[src/rtl/fetch_sequencer_pkg.sv]
`default_nettype none
// ============================================================================
//  Package     : fetch_pkg
//  Description : Shared types and constants for the program-fetch controller.
//                - fetch_state_t : controller state encoding
//                - HALT_CODE_DEFAULT : machine word that ends a program
//                - OFF_W : width of the signed relative-branch offset
//  Revision    : 1.0  initial release
// ============================================================================
package fetch_pkg;

  localparam int OFF_W = 8;

  localparam logic [8:0] HALT_CODE_DEFAULT = 9'b111111111;

  typedef enum logic [1:0] {
    IDLE  = 2'd0,
    RUN   = 2'd1,
    DRAIN = 2'd2,
    DONE  = 2'd3
  } fetch_state_t;

endpackage
`default_nettype wire

[src/rtl/fetch_sequencer_branch_target.sv]
`default_nettype none
// ============================================================================
//  Module      : branch_target
//  Description : Combinational branch-target calculator.
//                Absolute: target = br_target.
//                Relative: target = instr_pc + sign-extended br_offset,
//                modulo 2^D (wrap-around is legal).
//  Ports       : br_abs     in  1      select absolute target
//                br_target  in  D      absolute target address
//                br_offset  in  OFF_W  signed relative offset
//                instr_pc   in  D      address of the branching instruction
//                target     out D      resulting fetch address
//  Revision    : 1.0  initial release
// ============================================================================
module branch_target
  import fetch_pkg::*;
#(
  parameter int D = 12
) (
  input  logic             br_abs,
  input  logic [D-1:0]     br_target,
  input  logic [OFF_W-1:0] br_offset,
  input  logic [D-1:0]     instr_pc,
  output logic [D-1:0]     target
);

  logic [D-1:0] offset_sext;

  assign offset_sext = {{(D - OFF_W){br_offset[OFF_W-1]}}, br_offset};

  // Natural D-bit truncation gives the modulo-2^D wrap.
  assign target = br_abs ? br_target : (instr_pc + offset_sext);

endmodule
`default_nettype wire

[src/rtl/fetch_sequencer.sv]
`default_nettype none
// ============================================================================
//  Module      : fetch_sequencer
//  Description : Program-fetch controller for the 9-bit instruction ROM.
//                Owns the PC, drives the ROM address, captures each word into
//                a one-entry instruction register handed to the decoder via
//                valid/ready, applies taken branches, detects the halt word
//                and reports busy/done.
//  Ports       : Clk          in  1  system clock
//                Reset        in  1  synchronous active-high reset
//                start        in  1  begin execution (IDLE/DONE only)
//                prog_ctr     out D  ROM address
//                mach_code    in  9  ROM data (combinational from prog_ctr)
//                instr        out 9  instruction register
//                instr_pc     out D  address instr was fetched from
//                instr_valid  out 1  instr holds an unconsumed word
//                instr_ready  in  1  decoder accepts instr
//                br_taken     in  1  redirect (sampled on consume in RUN)
//                br_abs       in  1  absolute (1) / relative (0) target
//                br_target    in  D  absolute target
//                br_offset    in  8  signed relative offset
//                busy         out 1  RUN or DRAIN
//                done         out 1  halt word consumed
//  Revision    : 1.0  initial release
// ============================================================================
module fetch_sequencer
  import fetch_pkg::*;
#(
  parameter int         D         = 12,
  parameter logic [D-1:0] PC_START  = '0,
  parameter logic [8:0] HALT_CODE = HALT_CODE_DEFAULT
) (
  input  logic             Clk,
  input  logic             Reset,
  input  logic             start,
  output logic [D-1:0]     prog_ctr,
  input  logic [8:0]       mach_code,
  output logic [8:0]       instr,
  output logic [D-1:0]     instr_pc,
  output logic             instr_valid,
  input  logic             instr_ready,
  input  logic             br_taken,
  input  logic             br_abs,
  input  logic [D-1:0]     br_target,
  input  logic [OFF_W-1:0] br_offset,
  output logic             busy,
  output logic             done
);

  fetch_state_t state;
  fetch_state_t state_next;
  logic [D-1:0] pc;
  logic [D-1:0] br_tgt;
  logic         consume;
  logic         take_branch;
  logic         fetch_en;
  logic         is_halt;
  logic         busy_next;
  logic         done_next;

  branch_target #(.D(D)) u_branch_target (
    .br_abs    (br_abs),
    .br_target (br_target),
    .br_offset (br_offset),
    .instr_pc  (instr_pc),
    .target    (br_tgt)
  );

  assign prog_ctr = pc;
  assign consume  = instr_valid & instr_ready;
  assign is_halt  = (mach_code == HALT_CODE);

  // Next-state and fetch enable. A taken branch suppresses the same-cycle
  // fetch, which is also how it beats a halt word sitting at the ROM output.
  always_comb begin
    take_branch = (state == RUN) & consume & br_taken;
    fetch_en    = (state == RUN) & (~instr_valid | consume) & ~take_branch;
    state_next  = state;
    unique case (state)
      IDLE:  if (start)               state_next = RUN;
      RUN:   if (fetch_en && is_halt) state_next = DRAIN;
      DRAIN: if (consume)             state_next = DONE;
      DONE:  if (start)               state_next = RUN;
    endcase
  end

  // Status flags are registered from the next state so they line up with it.
  always_comb begin
    busy_next = (state_next == RUN) || (state_next == DRAIN);
    done_next = (state_next == DONE);
  end

  always_ff @(posedge Clk) begin
    if (Reset) begin
      state       <= IDLE;
      pc          <= PC_START;
      instr       <= '0;
      instr_pc    <= '0;
      instr_valid <= 1'b0;
      busy        <= 1'b0;
      done        <= 1'b0;
    end else begin
      state <= state_next;
      busy  <= busy_next;
      done  <= done_next;
      if ((state == IDLE) || ((state == DONE) && start)) begin
        pc <= PC_START;
      end else if (take_branch) begin
        pc          <= br_tgt;
        instr_valid <= 1'b0;
      end else if (fetch_en) begin
        instr       <= mach_code;
        instr_pc    <= pc;
        instr_valid <= 1'b1;
        pc          <= pc + 1'b1;
      end else if ((state == DRAIN) && consume) begin
        instr_valid <= 1'b0;
      end
    end
  end

endmodule
`default_nettype wire

[config.mk]
export PLATFORM = sky130hd
export DESIGN_NAME = fetch_sequencer
export DESIGN_NICKNAME = d
export VERILOG_FILES = /design/src/rtl/fetch_sequencer_pkg.sv /design/src/rtl/fetch_sequencer_branch_target.sv /design/src/rtl/fetch_sequencer.sv
export SDC_FILE = /design/constraint.sdc
export NUM_CORES = 1
export LEC_CHECK = 0
export CAP_MARGIN = 40
export CELL_PAD_IN_SITES_DETAIL_PLACEMENT = 2
export CELL_PAD_IN_SITES_GLOBAL_PLACEMENT = 2
export CORE_ASPECT_RATIO = 2
export CORE_MARGIN = 1.5
export CORE_UTILIZATION = 27
export CTS_CLUSTER_SIZE = 16
export DETAILED_ROUTE_END_ITERATION = 12
export PLACE_DENSITY_LB_ADDON = 0.3
export SYNTH_ARGS = -nofsm -noshare
export SYNTH_HDL_FRONTEND = slang
export SYNTH_SLANG_ARGS = --single-unit
[constraint.sdc]
create_clock -name Clk -period 2.68 [get_ports Clk]
set_clock_uncertainty 0.15 [all_clocks]
set_input_delay 0.402 -clock Clk [delete_from_list [all_inputs] [get_ports Clk]]
set_output_delay 0.402 -clock Clk [all_outputs]
set_load 0.01 [all_outputs]
# --- Yosys cells after proc, flatten, opt, wreduce, memory -nomap -nowiden ---
# Index checks and enable logic that the tools add are counted.
# W data, S select, Z words.
word_totals:
  register_bits: 38
  in_bits: 35
  out_inout_bits: 36
  wordCells: 47
op_classes:
  addsub: 2
  n_eq_ne: 7
  mux: 10
  bitwise: 9
  n_reduce_logical: 12
op_table:
  columns: ["cell", "n"]
  rows:
  - ["$mux W12", 3]
  - ["$add A12 B1 Y12 const B", 1]
  - ["$add A12 B12 Y12", 1]
  - ["$eq A9 B9 Y1 const B", 1]
  - ["$eq A2 B2 Y1 const B", 4]
  - ["$mux W2", 3]
  - ["$pmux W2 S3", 1]
  - ["$and A1 B1 Y1", 5]
  - ["$eq A2 B1 Y1 const B", 2]
  - ["$reduce_or A2 Y1", 2]
  - ["$logic_and A1 B1 Y1", 3]
  - ["$mux W1", 3]
  - ["$not A1 Y1", 3]
  - ["$reduce_and A3 Y1", 1]
  - ["$reduce_bool A3 Y1", 1]
  - ["$logic_not A2 Y1", 1]
  - ["$logic_or A1 B1 Y1", 2]
  - ["$reduce_and A2 Y1", 1]
  - ["$reduce_bool A2 Y1", 1]
  - ["$or A1 B1 Y1", 1]

# --- Longest topological paths before layout ---
# Gate-level depths: netlist (run 1).
logic_depth:
  ltp_word: 10
  depth_mapped: 9
  mapped_depth_nobuf: 9

# --- Hierarchy ---
# From an unflattened synthesis (run 1), not the netlist that was laid out.
unflattened:
  cells_unflattened: 286
  area_unflattened_um2: 2542.4
by_module_without_submodules:
  columns: ["mod", "n_inst", "cells_per_inst", "area_each_um2", "seq_area_each_um2"]
  rows:
  - ["fetch_sequencer", 1, 200, 1908.1, 760.7]
  - ["branch_target", 1, 86, 634.4, 0.0]

# --- Worst setup path before layout (run 1) ---
# No wires, ideal clock.
synth_timing:
  path_kind: "reg-to-reg"
  from: "register state[0]"
  to: "register busy"
  setup_ns: 0.126
  t_arrival_ns: 1.908
  t_required_ns: 2.404
  setup_slack_ns: 0.496
  stages_incl_launch_ff: 8
  path_buffers: 0
  synth_period_minus_slack_ns: 2.184
  path_cell_list: "dfxtp_1 -> ha_1 -> o21ai_2 -> or4_4 -> a21oi_2 -> o32a_2 -> ha_1 -> nor2b_1"
synth_via:
  elab_chain_cells: 10
  elab_cells_between_ends: 18
  cone_classes: "eq/ne: 5; mux: 4; bitwise: 5; reduce/logical: 4"
synth_rtl:
  columns: ["item", "line_no", "text"]
  rows:
  - ["start: declaration", "fetch_sequencer.sv:50", "fetch_state_t state;"]
  - ["start signal: assignment", "fetch_sequencer.sv:103", "state <= state_next;"]
  - ["$eq A2 B1 Y1", "fetch_sequencer.sv:76, fetch_sequencer.sv:77, fetch_sequencer.sv:79", null]
  - ["$and A1 B1 Y1 (2 in series)", "fetch_sequencer.sv:76", "take_branch = (state == RUN) & consume & br_taken;"]
  - ["$not A1 Y1 (no source line)", null, null]
  - ["$and A1 B1 Y1", "fetch_sequencer.sv:77", "fetch_en = (state == RUN) & (~instr_valid | consume) & ~take_branch;"]
  - ["$logic_and A1 B1 Y1", "fetch_sequencer.sv:81", "RUN: if (fetch_en && is_halt) state_next = DRAIN;"]
  - ["$mux W2", "fetch_sequencer.sv:81", null]
  - ["$pmux W2 S3 *", "fetch_sequencer.sv:79", "unique case (state)"]
  - ["net state_next[1]", "fetch_sequencer.sv:51", "fetch_state_t state_next;"]
  - ["$eq A2 B1 Y1 / $eq A2 B2 Y1 (equally long branches)", "fetch_sequencer.sv:89", "busy_next = (state_next == RUN) || (state_next == DRAIN);"]
  - ["$logic_or A1 B1 Y1 *", "fetch_sequencer.sv:89", null]
  - ["net busy_next", "fetch_sequencer.sv:58", "logic busy_next;"]
  - ["end signal: assignment", "fetch_sequencer.sv:104", "busy <= busy_next;"]
  - ["end: declaration", "fetch_sequencer.sv:46", "output logic busy,"]
# The timed path passes the listed nets; every way through them passes the cells marked *.
# A chain may end at the register's enable or synchronous reset.

# --- Worst setup path after layout (run 1) ---
layout_timing:
  from: "input br_offset[0]"
  to: "register pc[8] (netlist: prog_ctr[8])"
layout_via:
  elab_chain_cells: 3
layout_rtl:
  columns: ["item", "line_no", "text"]
  rows:
  - ["start: declaration", "fetch_sequencer.sv:45", "input logic [OFF_W-1:0] br_offset,"]
  - ["$add A12 B12 Y12", "fetch_sequencer_branch_target.sv:32", "assign target = br_abs ? br_target : (instr_pc + offset_sext);"]
  - ["$mux W12", "fetch_sequencer_branch_target.sv:32", null]
  - ["$mux W12", "fetch_sequencer.sv:108", "end else if (take_branch) begin"]
  - ["end signal: assignment", "fetch_sequencer.sv:109", "pc <= br_tgt;"]
  - ["end signal: assignment", "fetch_sequencer.sv:115", "pc <= pc + 1'b1;"]
  - ["end: declaration", "fetch_sequencer.sv:52", "logic [D-1:0] pc;"]
# Every way passes these cells.

==> impl_metrics.py, run 1 <==
metrics = {
    "setup_path": {
        "critPathSlowestCell": "clkdlybuf4s50_1",
        "startpoint": "br_offset[0]",
        "cp_max_fo": 3,
        "critical_path_class": "primary input to register",
        "rrSetupSlack_ps": 270,
        "cpPeakStageDelay_ps": 470,
        "r2r_end": "busy$_SDFF_PP0_",
        "setup.worst_path.end": "prog_ctr[8]$_SDFFE_PP0N_",
        "endpoint_kind": "register",
        "path_cells": "clkdlybuf4s50_1 -> ha_1 -> inv_1 -> fa_1 -> nor2b_2 -> o31a_1 -> o21ai_1 -> a21oi_1 -> mux2i_1 -> a41oi_1",
        "r2r-start": "state[0]$_SDFF_PP0_",
        "critPathArrivalTime_ps": 2510,
        "crit_required_ps": 2670,
        "startpoint_type": "primary input",
        "ff2ff_path_depth": 7,
    },
    "detailed_routing": {
        "drt_iter0_drc": 48,
        "wl_per_cell_microns": 18.85,
        "num_vias": 2459,
        "drc_errors": 0,
        "routed_wl_microns": 8764,
        "via_per_inst": 5.288,
        "firstDrtPassIters": 4,
        "ant_nets": 0,
    },
    "logic_synthesis": {
        "synth_edf_count": 0,
        "synth.distinct_cells": 51,
        "synthArstFlopShare": 0,
        "syn_area_sq_mm": 0.002323,
        "synth_cells": 281,
        "ys_dominant_reg_cell": "dfxtp_1",
        "mappedNetlistNets": 335,
        "ys_seq_elements": 38,
        "avgSynthCellArea_sq_um": 8.269,
        "ys_warn_count": 0,
        "yosysSeqAreaShare": 0.3274,
    },
    "clock_tree": {
        "cts_max_level": 2,
        "clock_sinks": 38,
        "cts_setup_buffers": 0,
        "insertion_delay_ps": 290,
        "cts_buffer_depth": 2,
        "root_buffer": "clkbuf_16",
        "post_cts_resized": 0,
        "hold_buffers": 0,
        "cts_tree": "done",
        "numCtsBuffers": 5,
        "path_clk_slew_ps": 60,
    },
    "floorplanning": {
        "die_h_microns": 134.2,
        "die_area_sq_mm": 0.009205,
        "coreArea_sq_mm": 0.008292,
        "die_w_microns": 68.60,
        "start_util": 0.2802,
        "num_rows": 47,
        "num_io_pins": 71,
    },
    "final_layout": {
        "antenna-diode-count": 0,
        "layout-drive-gt1-share": 0.08447,
        "fin_nets": 421,
        "fillCellCount": 961,
        "areaGrowthSynthToFinish_pct": 45.88,
        "multi_input_area_sq_mm": 0.001500,
        "final_cells": 465,
        "seq_area_sq_um": 760.7,
    },
    "grt": {
        "grt_pass1_vias": 2833,
        "grt_max_degree": 28,
        "grt_pass1_wl_microns": 14010,
        "track_usage": 0.2061,
        "grt-ovfl-total": 0,
        "antenna_found_initial": 0,
    },
    "timing": {
        "hold_viol": 0,
        "slew_headroom": 0.6024,
        "grt_setup_unrepaired": "no",
        "tightest_slew_ps": 592.4,
        "max_freq_ghz": 0.3960,
        "fin_crit_ps": 2525,
        "setup_viol": 0,
        "setup-tns-final_ps": 0,
        "drv_slew": 0,
        "layout_worst_path_cycle_share": 0.9422,
    },
    "placement": {
        "dp_hpwl_microns": 6962,
        "place_congestion": 0.8298,
        "dp.cells": 458,
        "io_buffers": 70,
    },
    "pwr": {
        "swShare": 0.3180,
        "total_leakage_power_nw": 1.405,
        "internal-power_mw": 1.202,
        "pwr-share-seq": 0.362,
        "clkPwrFrac": 0.326,
        "vdd_drop_max_uv": 344.3,
        "p_total_mw": 1.762,
        "power.switching_mw": 0.5603,
        "comb_power_share": 0.312,
        "power_per_cell_area_mw_per_mm2": 519.9,
    },
    "outcome": {
        "status": "finished clean",
    },
    "min_path": {
        "hp-start": "instr[3]$_SDFFE_PP0P_",
        "hold_class": "register to register",
    },
    "run": {
        "drv_cap": 0,
    },
}
worst min path at each step:
stage | cells past startpoint | end | slack (ps)
after floorplan | 1 | instr_valid$_SDFFE_PP0P_ | 360
after global placement | 2 | instr[8]$_SDFFE_PP0P_ | 330
after detailed placement | 2 | instr[3]$_SDFFE_PP0P_ | 340
after CTS | 2 | instr[3]$_SDFFE_PP0P_ | 360
after global routing | 2 | instr[1]$_SDFFE_PP0P_ | 390
final | 2 | instr[3]$_SDFFE_PP0P_ | 350
Yosys cell counts, drive strengths merged (6+ instances only):
| cell | count | area (sq um) |
|---|---|---|
| nor2b | 8 | 50.05 |
| nand3 | 10 | 50.05 |
| ha | 18 | 225.2 |
| a21oi | 21 | 108.9 |
| clkbuf | 7 | 26.28 |
| xnor2 | 6 | 52.55 |
| o21ai | 21 | 108.9 |
| nor2 | 38 | 142.6 |
| inv | 8 | 30.03 |
| dfxtp | 38 | 760.7 |
| nand2 | 24 | 90.09 |
| mux2i | 22 | 220.2 |
critical path, delay by kind of cell:
family | cells | cell delay, ps
AO/OA/AOI/OAI | 4 | 650
multiplexers | 1 | 210
buffers and inverters | 2 | 530
adder cells (fa/ha/maj) | 2 | 560
AND/OR/NAND/NOR | 1 | 150
per-layer routing:
layer / share of wire / global-route usage / vias up
met5: 0 / 0 / -
met4: 0.018 / 0.07000 / 0
met3: 0.028 / 0.03104 / 8
met2: 0.60 / 0.4113 / 48
met1: 0.35 / 0.1956 / 1223
li1: - / - / 1180
cells by family (layout without fill, tap and decap cells):
group / Yosys count / in the layout / synth area share
buffers and inverters: 18 / 104 / 0.03070
XOR/XNOR: 7 / 7 / 0.02639
AND/OR/NAND/NOR: 102 / 102 / 0.2057
AO/OA/AOI/OAI: 74 / 74 / 0.2046
adder cells (fa/ha/maj): 19 / 19 / 0.1055
flip-flops: 38 / 38 / 0.3274
multiplexers: 23 / 23 / 0.09962
layout make-up:
type                    count  area share
clock buffers               7     0.03913
repair buffers             89      0.2488
well taps                  98     0.03618
inverters                   8    0.008859
multi-input cells         225      0.4426
flip-flops and latches     38      0.2244
power groups by stage:
stage	clock [mW]	combinational, mW	sequential, mW
after global routing	0.611	0.605	0.644
after CTS	0.591	0.561	0.639
final	0.574	0.550	0.638
after detailed placement	0	0.557	0.651
after floorplan	0	0.296	0.656
after global placement	0	0.528	0.648
layout by cell type, fill, tap and decap left out, types with 8 or more instances in the layout:
| cell | count |
|---|---|
| buf_4 | 19 |
| mux2i_1 | 22 |
| clkdlybuf4s50_1 | 70 |
| o21ai_0 | 18 |
| dfxtp_1 | 38 |
| ha_1 | 18 |
| nor2_1 | 38 |
| a21oi_1 | 20 |
| nand3_1 | 10 |
| inv_1 | 8 |
| nand2_1 | 24 |
flip-flops by register name (all words and copies together) (netlist names):
signal and cells:
instr 9, done 1, busy 1, state 2, instr_valid 1, instr_pc 12, prog_ctr 12
metrics by stage:
step                        util  setup WS, ps  cell area (sq um)  hold slack [ps]
after floorplan                -         495.6               2323            361.7
after global placement    0.3917        -40.22               3248            325.1
after detailed placement  0.3917        -226.8               3248            337.8
after CTS                 0.4077         28.76               3381            357.1
after global routing      0.4088        0.6108               3390            391.3
final                     0.4088         154.9               3390            349.8
Note: power is estimated with default switching activity, not from simulation.
==> run 2, diff against run 1 <==
--- a/config.mk
+++ b/config.mk
@@ -8,7 +8,6 @@
 export CAP_MARGIN = 40
 export CELL_PAD_IN_SITES_DETAIL_PLACEMENT = 2
 export CELL_PAD_IN_SITES_GLOBAL_PLACEMENT = 2
-export CORE_ASPECT_RATIO = 2
 export CORE_MARGIN = 1.5
 export CORE_UTILIZATION = 27
 export CTS_CLUSTER_SIZE = 16
==> run 2 against run 1 <==
Effect of this change: design area increased by 0.66%; global-route usage unchanged; clock-buffer cell count increased by 1; core utilization increased by 0.44 points; die area decreased by 0.37%; cell count increased by 2.6%; register-to-register slack about the same; critical path depth unchanged; largest cell class unchanged; critical path type unchanged; combinational power increased by 4.9%; worst hold slack improved by 6.4 ps.
==> impl_metrics.py, run 2 (synthesized netlist as in run 1, its figures left out) <==
metrics = {
    "clock_tree": {
        "cts_setup_buffers": 0,
        "insertion_delay_ps": 290,
        "cts_max_level": 2,
        "post_cts_resized": 0,
        "root_buffer": "clkbuf_8",
        "cts_buffer_depth": 2,
        "cts_tree": "done",
        "clock_sinks": 38,
        "numCtsBuffers": 5,
        "hold_buffers": 0,
        "path_clk_slew_ps": 80,
    },
    "timing": {
        "max_freq_ghz": 0.3958,
        "layout_worst_path_cycle_share": 0.9428,
        "slew_headroom": 0.6118,
        "drv_slew": 0,
        "fin_crit_ps": 2527,
        "setup_ws_ps": 153.2,
        "tightest_slew_ps": 578.4,
        "grt_setup_unrepaired": "no",
        "setup_viol": 0,
        "hold_slack_ps": 356.2,
        "hold_viol": 0,
    },
    "floorplanning": {
        "die_h_microns": 95.77,
        "num_io_pins": 71,
        "num_rows": 33,
        "start_util": 0.2814,
        "die_area_sq_mm": 0.009171,
        "die_w_microns": 95.77,
        "coreArea_sq_mm": 0.008258,
    },
    "setup_path": {
        "path_cells": "clkdlybuf4s50_1 -> ha_1 -> inv_1 -> fa_1 -> nor2b_2 -> o31a_1 -> o21ai_1 -> a21oi_1 -> mux2i_1 -> a41oi_1",
        "crit_required_ps": 2680,
        "rrSetupSlack_ps": 260,
        "cp_num_buf_inv": 2,
        "startpoint": "br_offset[0]",
        "r2r_end": "busy$_SDFF_PP0_",
        "critPathSlowestCell": "clkdlybuf4s50_1",
        "ff2ff_path_depth": 7,
        "cpPeakStageDelay_ps": 460,
        "cp_num_cells": 10,
        "r2r-start": "state[0]$_SDFF_PP0_",
        "cp_max_fo": 3,
        "endpoint_kind": "register",
        "critical_path.top_delay_family": "compound AO/OA/AOI/OAI gates",
        "startpoint_type": "primary input",
        "setup.worst_path.end": "prog_ctr[8]$_SDFFE_PP0N_",
        "critPathArrivalTime_ps": 2530,
        "critical_path_class": "primary input to register",
    },
    "placement": {
        "io_buffers": 70,
        "place_congestion": 0.7861,
        "dp.cells": 469,
        "pre_cts_slack_ps": -240.0,
        "dp_hpwl_microns": 6817,
    },
    "final_layout": {
        "antenna-diode-count": 0,
        "final_cells": 477,
        "most-common-layout-cells": "70 x clkdlybuf4s50_1, 38 x nor2_1, 38 x dfxtp_1",
        "fin_nets": 425,
        "areaGrowthSynthToFinish_pct": 46.85,
        "fillCellCount": 942,
        "final_common_cell": "clkdlybuf4s50_1",
        "layout-drive-gt1-share": 0.09946,
    },
    "grt": {
        "track_usage": 0.2061,
        "antenna_found_initial": 0,
        "grt_pass1_vias": 2827,
        "grt_max_degree": 20,
        "grt-ovfl-total": 0,
        "grt_pass1_wl_microns": 14490,
    },
    "detailed_routing": {
        "drc_errors": 0,
        "routed_wl_microns": 8820,
        "firstDrtPassIters": 4,
        "via_per_inst": 5.201,
        "num_vias": 2481,
        "drt_iter0_drc": 73,
        "wl_per_cell_microns": 18.49,
        "ant_nets": 0,
    },
    "pwr": {
        "p_total_mw": 1.702,
        "total_leakage_power_nw": 1.426,
        "power_per_cell_area_mw_per_mm2": 498.8,
        "vdd_drop_max_uv": 312.7,
    },
    "outcome": {
        "status": "finished clean",
    },
    "min_path": {
        "hold_class": "register to register",
    },
    "run": {
        "drv_cap": 0,
    },
}
## run 2: cell count changes in the layout (fill, tap and decap cells not counted), sizes merged
cell / change
clkbuf: +1
buf: +4
## run 2: worst min-delay path by stage
stage / depth (start not counted) / start / to
6_report: 2 / instr[3]$_SDFFE_PP0P_ / instr[3]$_SDFFE_PP0P_
5_1_grt: 2 / instr[5]$_SDFFE_PP0P_ / instr[5]$_SDFFE_PP0P_
4_1_cts: 2 / instr[3]$_SDFFE_PP0P_ / instr[3]$_SDFFE_PP0P_
3_5_place_dp: 2 / instr[3]$_SDFFE_PP0P_ / instr[3]$_SDFFE_PP0P_
3_3_place_gp: 2 / instr[8]$_SDFFE_PP0P_ / instr[8]$_SDFFE_PP0P_
2_1_floorplan: 1 / instr_ready / instr_valid$_SDFFE_PP0P_
## run 2: cell type report
type,count,area [sq um],area share
Clock buffer,8,110.1,0.03227
Inverter,8,30.03,0.008801
Multi-Input combinational cell,225,1494,0.4378
Sequential cell,38,760.7,0.2230
Tap cell,105,131.4,0.03850
Timing Repair Buffer,93,885.9,0.2596
## run 2: per-layer routing
layer  vias up  share of wire  GRT usage
met3         6          0.050    0.04344
met1      1219           0.44     0.2426
met5         -              0          0
met4         0         0.0088    0.04167
li1       1193              -          -
met2        63           0.50     0.3815
## run 2: report_power, final
part           leakage, nW  total (mW)  internal [mW]  switching [mW]
registers            0.307       0.639          0.603          0.0364
clock network       0.0575       0.486          0.261           0.225
logic                 1.06       0.577          0.278           0.299
total                 1.43        1.70           1.14           0.561
## run 2: metrics by stage
stage	TNS (ps)	util	area (sq um)
floorplan	0	-	2323
global placement	-176.0	0.3995	3299
detailed placement	-621.8	0.3995	3299
CTS	0	0.4129	3410
global route	0	0.4132	3412
finish	0	0.4132	3412
## run 2: worst reg2reg max path: stages (launching register included)
cell	delay (ps)
dfxtp_1	460
ha_1	370
o21ai_2	120
or4_4	540
a21oi_2	160
o32a_2	170
ha_1	210
nor2b_1	130
==> run 3, diff against run 2 <==
--- a/config.mk
+++ b/config.mk
@@ -5,11 +5,12 @@
 export SDC_FILE = /design/constraint.sdc
 export NUM_CORES = 1
 export LEC_CHECK = 0
+export ABC_AREA = 1
 export CAP_MARGIN = 40
 export CELL_PAD_IN_SITES_DETAIL_PLACEMENT = 2
 export CELL_PAD_IN_SITES_GLOBAL_PLACEMENT = 2
-export CORE_MARGIN = 1.5
-export CORE_UTILIZATION = 27
+export CORE_MARGIN = 3
+export CORE_UTILIZATION = 25
 export CTS_CLUSTER_SIZE = 16
 export DETAILED_ROUTE_END_ITERATION = 12
 export PLACE_DENSITY_LB_ADDON = 0.3
==> run 3 against run 2 <==
Effect of this change: area after synthesis increased by 12%; core utilization fell by 6.0 points; worst hold slack worse by 12 ps; sequential power increased by 24%; maximum frequency is 9.5% higher; global-route usage is 3.1 points lower; first-iteration DRC count up 25%; clock-buffer cell count decreased by 2; largest cell class unchanged; sequential cell count unchanged.
==> impl_metrics.py, run 3 <==
metrics = {
    "placement": {
        "dp_hpwl_microns": 7694,
        "place_congestion": 0.8270,
        "io_buffers": 70,
    },
    "setup_path": {
        "r2r-start": "state[1]$_SDFF_PP0_",
        "critical_path_class": "primary input to register",
        "ff2ff_path_depth": 14,
        "r2r_end": "busy$_SDFF_PP0_",
        "startpoint_type": "primary input",
        "crit_required_ps": 2760,
        "rrSetupSlack_ps": 440,
        "cp_max_fo": 3,
        "critPathArrivalTime_ps": 2390,
        "endpoint_kind": "register",
    },
    "pwr": {
        "pwr-share-seq": 0.331,
        "power.switching_mw": 1.009,
        "power_per_cell_area_mw_per_mm2": 679.8,
        "comb_power_share": 0.489,
        "clkPwrFrac": 0.180,
        "internal-power_mw": 1.383,
        "total_leakage_power_nw": 1.575,
        "vdd_drop_max_uv": 230.8,
        "swShare": 0.4218,
        "p_total_mw": 2.393,
    },
    "floorplanning": {
        "start_util": 0.2614,
        "coreArea_sq_mm": 0.009955,
        "die_h_microns": 108.0,
        "die_area_sq_mm": 0.01167,
        "die_w_microns": 108.0,
        "num_rows": 36,
        "num_io_pins": 71,
    },
    "logic_synthesis": {
        "ys_dominant_reg_cell": "dfxtp_1",
        "ys_seq_elements": 38,
        "synth_edf_count": 0,
        "synthTopCellsByArea": "dfxtp_1 29%, nor2_1 13%, nand2_1 12%",
        "syn_area_sq_mm": 0.002602,
        "yosysTopAreaCell": "dfxtp_1",
        "ys_warn_count": 0,
        "yosysMostFrequentCell": "nor2_1",
        "synth_top_area_frac": 0.2923,
        "mappedNetlistNets": 460,
        "synth.distinct_cells": 32,
        "synth_cells": 406,
        "synthArstFlopShare": 0,
        "avgSynthCellArea_sq_um": 6.410,
        "synth_common_cells": "90 x nor2_1, 81 x nand2_1, 48 x inv_1, 40 x o21ai_0, 38 x dfxtp_1",
        "yosysSeqAreaShare": 0.2923,
    },
    "clock_tree": {
        "post_cts_resized": 0,
        "clock_sinks": 38,
        "cts_max_level": 2,
        "cts_buffer_depth": 2,
        "cts_tree": "done",
        "numCtsBuffers": 5,
        "path_clk_slew_ps": 80,
        "root_buffer": "clkbuf_8",
        "cts_setup_buffers": 0,
        "insertion_delay_ps": 290,
        "hold_buffers": 0,
    },
    "outcome": {
        "status": "finished clean",
    },
    "final_layout": {
        "most-common-layout-cells": "90 x nor2_1, 81 x nand2_1, 70 x clkdlybuf4s50_1",
        "fillCellCount": 1218,
        "fin_nets": 531,
        "areaGrowthSynthToFinish_pct": 35.24,
        "antenna-diode-count": 0,
        "layout-drive-gt1-share": 0.04603,
        "final_common_cell": "nor2_1",
    },
    "min_path": {
        "hp-start": "instr[2]$_SDFFE_PP0P_",
        "whs_endpoint": "instr[2]$_SDFFE_PP0P_",
        "hold_class": "register to register",
        "min_path_cells": 2,
    },
    "detailed_routing": {
        "via_per_inst": 4.678,
        "ant_nets": 0,
        "drt_iter0_drc": 91,
        "drc_errors": 0,
        "num_vias": 2858,
        "firstDrtPassIters": 4,
        "routed_wl_microns": 9542,
        "wl_per_cell_microns": 15.62,
    },
    "timing": {
        "hold_viol": 0,
        "tightest_slew_ps": 749.7,
        "drv_slew": 0,
        "grt_setup_unrepaired": "no",
        "slew_headroom": 0.4997,
        "layout_worst_path_cycle_share": 0.8609,
        "setup_viol": 0,
        "max_freq_ghz": 0.4334,
        "fin_crit_ps": 2307,
        "setup-tns-final_ps": 0,
        "hold_slack_ps": 344.0,
    },
    "grt": {
        "grt-ovfl-total": 0,
        "grt_pass1_wl_microns": 16170,
        "grt_pass1_vias": 3164,
        "track_usage": 0.1751,
        "grt_max_degree": 24,
        "antenna_found_initial": 0,
    },
    "run": {
        "drv_cap": 0,
    },
}
[run 3: worst max-delay path, stage by stage]
cell and delay (ps):
clkdlybuf4s50_1 470, ha_1 210, inv_1 70, fa_1 410
inv_1 100, nand3_1 70, nand3_1 130, xor2_1 270
o21ai_0 140, a21oi_1 130
[run 3: layer usage]
layer / vias up / GRT usage / wire (microns)
li1: 1438 / - / -
met1: 1377 / 0.2386 / 4659
met2: 35 / 0.2953 / 4578
met3: 8 / 0.02209 / 209
met4: 0 / 0.03968 / 95
met5: - / 0 / 0
[run 3: final cells by class]
class                           instances  area, sq um  area share
Clock buffer                            6        82.58     0.02346
Clock inverter                          2        12.51    0.003555
Inverter                               52        203.9     0.05795
Multi-Input combinational cell        306         1563      0.4440
Sequential cell                        38        760.7      0.2161
Tap cell                              133        166.4     0.04728
Timing Repair Buffer                   74        730.7      0.2076
[run 3: per-stage QoR]
stage	instance area, sq um	setup slack (ps)	std cells	util
floorplan	2603	640.7	406	-
global placement	3425	118.2	603	0.3440
detailed placement	3425	80.38	603	0.3440
CTS	3520	385.2	611	0.3536
global route	3520	155.7	611	0.3536
finish	3520	372.8	611	0.3536
[run 3: worst max-delay path by stage]
| stage | depth (start not counted) | from | end |
|---|---|---|---|
| final | 10 | br_offset[0] | prog_ctr[4]$_SDFFE_PP0N_ |
| after global routing | 10 | br_offset[0] | prog_ctr[4]$_SDFFE_PP0N_ |
| after CTS | 12 | br_offset[0] | prog_ctr[8]$_SDFFE_PP0N_ |
| after detailed placement | 12 | br_offset[0] | prog_ctr[8]$_SDFFE_PP0N_ |
| after global placement | 10 | br_offset[0] | prog_ctr[4]$_SDFFE_PP0N_ |
| after floorplan | 14 | state[1]$_SDFF_PP0_ | busy$_SDFF_PP0_ |
[run 3: power groups by stage]
stage	clock [mW]	sequential, mW	combinational (mW)
after global routing	0.470	0.816	1.33
after CTS	0.448	0.794	1.19
after global placement	0	0.801	1.14
final	0.431	0.792	1.17
after floorplan	0	0.821	0.661
after detailed placement	0	0.806	1.18
[run 3: cells by family (layout without fill, tap and decap cells)]
| family | count (synthesis) | count (layout) | share of synthesized area |
|---|---|---|---|
| AND/OR/NAND/NOR | 202 | 202 | 0.3192 |
| AO/OA/AOI/OAI | 76 | 76 | 0.1567 |
| buffers and inverters | 62 | 134 | 0.1072 |
| flip-flops | 38 | 38 | 0.2923 |
| adder cells (fa/ha/maj) | 19 | 19 | 0.09423 |
| XOR/XNOR | 9 | 9 | 0.03029 |
